`src/rtl/mem_port_arbiter.sv`:
```
// ============================================================================
// mem_port_arbiter : two-port round-robin arbiter/sequencer for top_mem_sys
// Revision 1.0 - initial release
// ============================================================================
`default_nettype none

module mem_port_arbiter #(
   parameter int ADDR_W = 6,
   parameter int DATA_W = 32
) (
   input  logic              clk,
   input  logic              rst_n,
   input  logic              req_valid_0,
   output logic              req_ready_0,
   input  logic              req_we_0,
   input  logic [2:0]        req_func3_0,
   input  logic [ADDR_W-1:0] req_addr_0,
   input  logic [DATA_W-1:0] req_wdata_0,
   input  logic              req_valid_1,
   output logic              req_ready_1,
   input  logic              req_we_1,
   input  logic [2:0]        req_func3_1,
   input  logic [ADDR_W-1:0] req_addr_1,
   input  logic [DATA_W-1:0] req_wdata_1,
   output logic              rsp_valid_0,
   output logic [DATA_W-1:0] rsp_rdata_0,
   output logic              rsp_err_0,
   output logic              rsp_valid_1,
   output logic [DATA_W-1:0] rsp_rdata_1,
   output logic              rsp_err_1,
   output logic              mem_ena,
   output logic [ADDR_W-1:0] mem_addrA,
   output logic [2:0]        mem_func3,
   output logic [DATA_W-1:0] mem_store_data,
   input  logic [DATA_W-1:0] mem_load_data
);

   typedef enum logic [1:0] {
      IDLE   = 2'd0,
      ACCESS = 2'd1,
      RESP   = 2'd2
   } state_t;

   state_t              state, state_nx;
   logic                last;
   logic                owner;
   logic                cmd_we;
   logic                cmd_err;
   logic [2:0]          cmd_func3;
   logic [ADDR_W-1:0]   cmd_addr;
   logic [DATA_W-1:0]   cmd_wdata;
   logic [DATA_W-1:0]   rdata;

   logic                grant_0, grant_1, accept;
   logic                sel_we;
   logic [2:0]          sel_func3;
   logic [ADDR_W-1:0]   sel_addr;
   logic [DATA_W-1:0]   sel_wdata;
   logic                sel_err;

   // Illegal func3 for the direction, or a misaligned halfword/word access.
   function automatic logic cmd_illegal(input logic we, input logic [2:0] f3,
                                        input logic [1:0] a);
      logic bad_f3;
      bad_f3 = we ? (f3 > 3'd2) : !(f3 inside {3'd0, 3'd1, 3'd2, 3'd4, 3'd5});
      return bad_f3 | ((f3[1:0] == 2'b01) & a[0]) | ((f3 == 3'b010) & (a != 2'b00));
   endfunction

   always_comb begin
      grant_0 = 1'b0;
      grant_1 = 1'b0;
      if (state == IDLE) begin
         if (req_valid_0 && req_valid_1) begin
            grant_0 = last;
            grant_1 = ~last;
         end else begin
            grant_0 = req_valid_0;
            grant_1 = req_valid_1;
         end
      end
   end

   assign accept    = grant_0 | grant_1;
   assign sel_we    = grant_1 ? req_we_1    : req_we_0;
   assign sel_func3 = grant_1 ? req_func3_1 : req_func3_0;
   assign sel_addr  = grant_1 ? req_addr_1  : req_addr_0;
   assign sel_wdata = grant_1 ? req_wdata_1 : req_wdata_0;
   assign sel_err   = cmd_illegal(sel_we, sel_func3, sel_addr[1:0]);

   always_comb begin
      state_nx = state;
      case (state)
         IDLE:    if (accept) state_nx = ACCESS;
         ACCESS:  state_nx = RESP;
         RESP:    state_nx = IDLE;
         default: state_nx = IDLE;
      endcase
   end

   always_ff @(posedge clk or negedge rst_n) begin
      if (!rst_n) begin
         state     <= IDLE;
         last      <= 1'b1;
         owner     <= 1'b0;
         cmd_we    <= 1'b0;
         cmd_err   <= 1'b0;
         cmd_func3 <= 3'd0;
         cmd_addr  <= '0;
         cmd_wdata <= '0;
         rdata     <= '0;
      end else begin
         state <= state_nx;
         if (accept) begin
            last      <= grant_1;
            owner     <= grant_1;
            cmd_we    <= sel_we;
            cmd_err   <= sel_err;
            cmd_func3 <= sel_func3;
            cmd_addr  <= sel_addr;
            cmd_wdata <= sel_wdata;
         end
         if (state == ACCESS)
            rdata <= (!cmd_we && !cmd_err) ? mem_load_data : '0;
      end
   end

   assign req_ready_0    = grant_0;
   assign req_ready_1    = grant_1;
   assign mem_ena        = (state == ACCESS) & cmd_we & ~cmd_err;
   assign mem_addrA      = cmd_addr;
   assign mem_func3      = cmd_func3;
   assign mem_store_data = cmd_wdata;

   assign rsp_valid_0 = (state == RESP) & ~owner;
   assign rsp_valid_1 = (state == RESP) &  owner;
   assign rsp_rdata_0 = rsp_valid_0 ? rdata : '0;
   assign rsp_rdata_1 = rsp_valid_1 ? rdata : '0;
   assign rsp_err_0   = rsp_valid_0 & cmd_err;
   assign rsp_err_1   = rsp_valid_1 & cmd_err;

endmodule

`default_nettype wire

```
`config.mk`:
```
export PLATFORM = sky130hd
export DESIGN_NAME = mem_port_arbiter
export DESIGN_NICKNAME = d
export VERILOG_FILES = /design/src/rtl/mem_port_arbiter.sv
export SDC_FILE = /design/constraint.sdc
export NUM_CORES = 1
export LEC_CHECK = 0
export ABC_CLOCK_PERIOD_IN_PS = 1750
export BUFFER_PORTS_ARGS = -buffer_cell sky130_fd_sc_hd__buf_2
export CAP_MARGIN = 20
export CORE_UTILIZATION = 42
export DETAILED_ROUTE_END_ITERATION = 10
export GPL_ROUTABILITY_DRIVEN = 0
export PLACE_DENSITY = 0.79
export SYNTH_ARGS = -nofsm -noshare
export SYNTH_HDL_FRONTEND = slang
export SYNTH_SLANG_ARGS = --single-unit
```
`constraint.sdc`:
```
create_clock -name clk -period 1.75 [get_ports clk]
set_input_delay 0.2625 -clock clk [delete_from_list [all_inputs] [get_ports clk]]
set_output_delay 0.2625 -clock clk [all_outputs]
set_load 0.05 [all_outputs]
```
# Word-level counts from Yosys, hierarchy flattened
# Cells that the tools add are included.
classes:
  order_cmp: 1
  eq_ne: 8
  n_mux: 14
  n_bitwise: 14
  n_reduce_logical: 9
ops:
  columns: ["cell", "n"]
  rows:
  - ["32-bit two-way mux", 4]
  - ["1-bit bitwise AND", 8]
  - ["3-bit equality test (second input constant)", 2]
  - ["1-bit two-way mux", 6]
  - ["6-bit two-way mux", 1]
  - ["5-bit nonzero test", 1]
  - ["2-bit by 1-bit equality test with 1-bit output (second input constant)", 2]
  - ["2-bit case mux with 2 select lines", 1]
  - ["3-bit by 1-bit equality test with 1-bit output (second input constant)", 1]
  - ["3-bit by 2-bit equality test with 1-bit output (second input constant)", 1]
  - ["3-bit by 2-bit greater-than comparator with 1-bit output (second input constant)", 1]
  - ["1-bit logical NOT", 3]
  - ["3-bit logical NOT", 1]
  - ["3-bit two-way mux", 1]
  - ["1-bit inverter", 3]
  - ["1-bit bitwise OR", 3]
  - ["2-bit equality test (second input constant)", 1]
  - ["1-bit logical AND", 2]
  - ["2-bit logical NOT", 1]
  - ["2-bit two-way mux", 1]
  - ["2-bit != test (second input constant)", 1]
  - ["2-bit nonzero test", 1]
totals:
  ff_bits: 79
  inputBits: 120
  out_inout_bits: 112
  wordCells: 55

# Depth between registers and ports, before layout
depth:
  depth_word: 10
  ltp_mapped: 6
  ltp_nobuf: 4

# Worst setup path before layout
# OpenSTA, ideal clock, no wires.
synth_path:
  path_type: "register -> output"
  start: "reg state[1]"
  end: "out mem_ena"
  arrival_time_ps: 2058
  required_time_ps: 1487
  setup_slack_ps: -570
  path_stages_with_launch: 5
  n_path_buf: 2
  path_cell_list: "dfrtp_1 nand2b_1 buf_2 buf_1 nor3b_1"
synth_between:
  elab_chain_len: 3
synth_lines:
  columns: ["element", "line", "text"]
  rows:
  - ["from (decl)", "44", "state_t state, state_nx;"]
  - ["from (signal assigned)", "112", "state <= state_nx;"]
  - ["2-bit by 1-bit equality test with 1-bit output", "129", "assign mem_ena = (state == ACCESS) & cmd_we & ~cmd_err;"]
  - ["1-bit bitwise AND (2 in series)", "129", null]
  - ["to (decl)", "31", "output logic mem_ena,"]
# Every way passes these cells.

# Worst setup path in the final report
layout_path:
  start: "reg state[0]"
  end: "out rsp_rdata_1[28]"
layout_between:
  elab_chain_len: 3
layout_lines:
  columns: ["element", "line", "text"]
  rows:
  - ["2-bit equality test", "135", "assign rsp_valid_1 = (state == RESP) & owner;"]
  - ["1-bit bitwise AND", "135", null]
  - ["32-bit two-way mux", "137", "assign rsp_rdata_1 = rsp_valid_1 ? rdata : '0;"]
  - ["to (decl)", "29", "output logic [DATA_W-1:0] rsp_rdata_1,"]
# Every way passes these cells.

==> results.txt <==
The run finished, with violations left. The final reports fail on setup timing. The logs give 0.714 for the worst relative slew slack and 1.60 ns for the arrival time at the worst endpoint. Netlist area before placement: 3770 µm². Share of final-layout standard cells stronger than drive strength 1: 0.507. Net switching component of the power: 5000 µW. The post-route worst hold slack came out at 0.125 ns. The synthesized netlist cell count was 355; the distinct cell type count of the synthesized netlist was 28.

The global routing stage identified its most utilized layer as met2. In this run the static leakage power is 0.00320 µW. Max-cap check violation count: 0. After clock tree synthesis, the clock-pin slew on the worst setup and hold paths is 0.09 ns.

In this run the vertical extent of the chip is 96.8 µm. The routed length per instance was 16.0 µm; the mean cell area of the mapped netlist was 10.6 µm². The die covers 9360 µm². For the combinational cell fraction of total power, the log shows 0.561. Top-level I/O count: 232.

The total internal power was 5000 µW; the proportion of power drawn by flip-flops and latches was 0.307. The cell taking the most area after synthesis is sky130_fd_sc_hd__dfrtp_1. STA classifies the critical path endpoint as an output pin.

The startpoint identified for the worst hold timing path is mem_load_data[9]. In this run, the number of DRC markers left after iteration 0 of detailed routing was 83. The total number of vias was 3563. The clock power share is 0.132.

Counting the fill cells in the layout gives 650. The required time of the worst setup path was 1.49 ns; the row count was 34. The tools report the number of DRC violations after detailed routing as 0.

The switching share of power was 0.500. The startpoint of the worst register-to-register path is last. The floorplan step set the die width to 96.8 µm. For the first-pass GRT wire length, the log shows 17300 µm. The final worst slack was -0.113 ns. The worst path buffer plus inverter count was 2. Via count of the first global-routing pass: 3582. For this design, the slowest cell found on the critical path is sky130_fd_sc_hd__dfrtp_1.

The logs give 0 for the post-CTS setup buffer count and 67 for the number of setup violations in the final report. The critical path is of the reg -> out type. For this run, the post-layout net count is 701. The critical path goes through and3b_2 > clkbuf_16 > and2_1 > buf_6. The residual overflow from global routing was 0. The total of buffers placed on input and output ports was 231. Across the routed clock network, the largest skew measured is 0.0172 ns. Counting flops and latches in the post-synthesis netlist gives 79.

The first TritonRoute pass finished after 4 iterations. For the fraction of met3 tracks used by global routing, the log shows 0.0701. The tools report the fmax as 537 MHz. The synthesized-area fraction occupied by and/or/nand/nor cells is 0.182, and the clock sink count is 79. In this run the power density over the cells is 1710 nW/µm².

Total number of H-tree levels: 3. The count of pins over their slew limit was 0. The part of the cycle the worst path needs was 1.06; the all-layer global routing usage was 0.229. The path type of the worst min-delay path is in -> reg. The biggest cell delay along the critical path is 0.43 ns. For the worst-case clock buffer depth, the log shows 2. Post-detailed-route count of antenna-violating nets: 0.

TritonCTS built the clock tree. Relative to the synthesized area, the layout overhead comes to 55.3%. For the initial core utilization, the log shows 0.433. The most critical setup path has its startpoint at state[0]. The final critical delay including setup and external delays is 1.86 ns, and the sequential-to-total area share from yosys stat is 0.524.

The finished layout holds 694 standard cells, fillers aside. The fraction of post-synthesis cell area in the top cell type by area is 0.517. The number of antenna diodes in the final layout is 0.

The run gives 0.395 as the met2 routing resource usage after global routing. The worst setup path is launched from a flop. For the initial antenna violation count, the log shows 0.

The detailed placer's ending HPWL is 7410 µm, and the maximum fanout along the worst path is 17. Setup repair after global routing could not meet its margin everywhere. The multiplexer area fraction after synthesis was 0.111. By area the synthesized netlist is led by sky130_fd_sc_hd__dfrtp_1, sky130_fd_sc_hd__mux2i_1, sky130_fd_sc_hd__and2_1, sky130_fd_sc_hd__a22o_1, sky130_fd_sc_hd__o21ai_1. The cell family contributing the most delay on the critical path is simple AND/OR/NAND/NOR gates. TritonCTS created 9 clock buffers. The slew at the pin closest to its max-slew limit is 0.428 ns, and the via count normalized by instance count is 5.13. Entering global routing, the biggest net connects 74 pins. After synthesis, the largest family of logic cells by area is simple AND/OR/NAND/NOR gates. Area fraction in compound gates after synthesis: 0.140. The synthesized-area fraction occupied by xor and xnor cells was 0; the number of hold-slack violations in the final timing report was 0. VDD sags by at most 1260 µV. The logs give 475 for the number of nets produced by synthesis and 11100 µm for the total wire length.

The tools report the area of the core as 8720 µm². The tree is rooted in a sky130_fd_sc_hd__clkbuf_8. For this run, the number of Yosys warnings is 0. The met1 track demand over resource is 0.268, and the clock latency of the later-clocked register in the worst-skew pair is 0.35 ns. The synthesized-area fraction occupied by adder cells was 0; the number of cells after detailed placement was 676.
==> synth_stat cells (all sizes together) <==
cell type	number
dfrtp	78
and2	66
nand2	47
o21ai	43
mux2i	42
a22o	32
buf	15
clkbuf	12
inv	3
a221oi	2
nand2b	2
nor2	2
nor3	2
nor3b	2
nor4	2
a221o	1
and3	1
and3b	1
dfstp	1
nand3	1
==> routing by layer <==
| metal | vias up | share of wire |
|---|---|---|
| met3 | 28 | 0.079 |
| met2 | 195 | 0.50 |
| li1 | 1671 | - |
| met1 | 1669 | 0.39 |
| met4 | 0 | 0.025 |
| met5 | - | 0 |
==> state kept, by name, summed over array words and instances (netlist names) <==
register and count:
rdata 32, mem_addrA 6, last 1, mem_func3 3
mem_store_data 32, state 2, cmd_err 1, owner 1
cmd_we 1
==> worst paths after layout <==
kind                                           end  slack [ns]  cells after the start
max in group asynchronous                 rdata[7]        0.79                      3
min in group asynchronous       mem_store_data[21]        0.36                      2
worst max register to register   mem_store_data[1]        0.21                      5
worst max-delay path               rsp_rdata_1[28]       -0.11                      4
worst min-delay path                      rdata[9]        0.13                      2
worst min register to register                last        0.47                      2
==> kinds of logic after synthesis <==
kind of cell	after synthesis
AND/OR/NAND/NOR	126
buffers and inverters	30
AO/OA/AOI/OAI	78
flip-flops	79
multiplexers	42
==> through the flow <==
step | setup WS (ns) | utilization | instance area, µm² | setup TNS (ns) | total power (µW)
6_report | -0.113 | 0.672 | 5860 | -4.45 | 10000
5_1_grt | -0.199 | 0.672 | 5860 | -11.04 | 10600
4_1_cts | -0.123 | 0.656 | 5720 | -4.75 | 9930
3_5_place_dp | 0.0802 | 0.584 | 5090 | 0 | 8410
3_3_place_gp | 0.159 | 0.584 | 5090 | 0 | 8270
2_1_floorplan | 0.0588 | - | 3810 | 0 | 7110
==> power groups by stage <==
stage / clock network [µW] / logic [µW] / registers, µW
finish: 1320 / 5610 / 3080
floorplan: 0 / 2480 / 4620
global placement: 0 / 5240 / 3030
global route: 1440 / 5960 / 3170
detailed placement: 0 / 5350 / 3060
CTS: 1360 / 5530 / 3050
==> cells in the final DEF, fill, tap and decap left out, drive strengths merged <==
master / Yosys / layout
nor3b: 2 / 2
and2: 66 / 66
nor2: 2 / 2
a221oi: 2 / 2
clkbuf: 12 / 13
buf: 15 / 239
a22o: 32 / 32
nand2b: 2 / 2
nand3: 1 / 1
bufinv: 0 / 1
dfrtp: 78 / 78
dfstp: 1 / 1
nand2: 47 / 47
a221o: 1 / 1
clkinvlp: 0 / 2
o21ai: 43 / 43
and3: 1 / 1
mux2i: 42 / 42
nor4: 2 / 2
nor3: 2 / 2
and3b: 1 / 1
dlygate4sd3: 0 / 1
clkinv: 0 / 2
inv: 3 / 3
==> area by class of cell <==
class	instances	area [µm²]	share of cell area
Clock buffer	11	131	0.0224
Multi-Input combinational cell	246	1720	0.294
Tap cell	108	135	0.0231
Timing Repair Buffer	242	1820	0.311
Clock inverter	5	58.8	0.0100
Sequential cell	79	1980	0.338
Inverter	3	11.3	0.00192
==> repair_timing <==
item | 4_1_cts | 5_1_grt
endpoints found under the setup margin | 70 | 73
hold buffers | 1 | 0
pin swaps | 1 | 7
gates resized for setup | 138 | 35
gates cloned | 0 | 1
endpoints found under the hold margin | 20 | 0
Note: power is estimated with default switching activity, not from simulation.
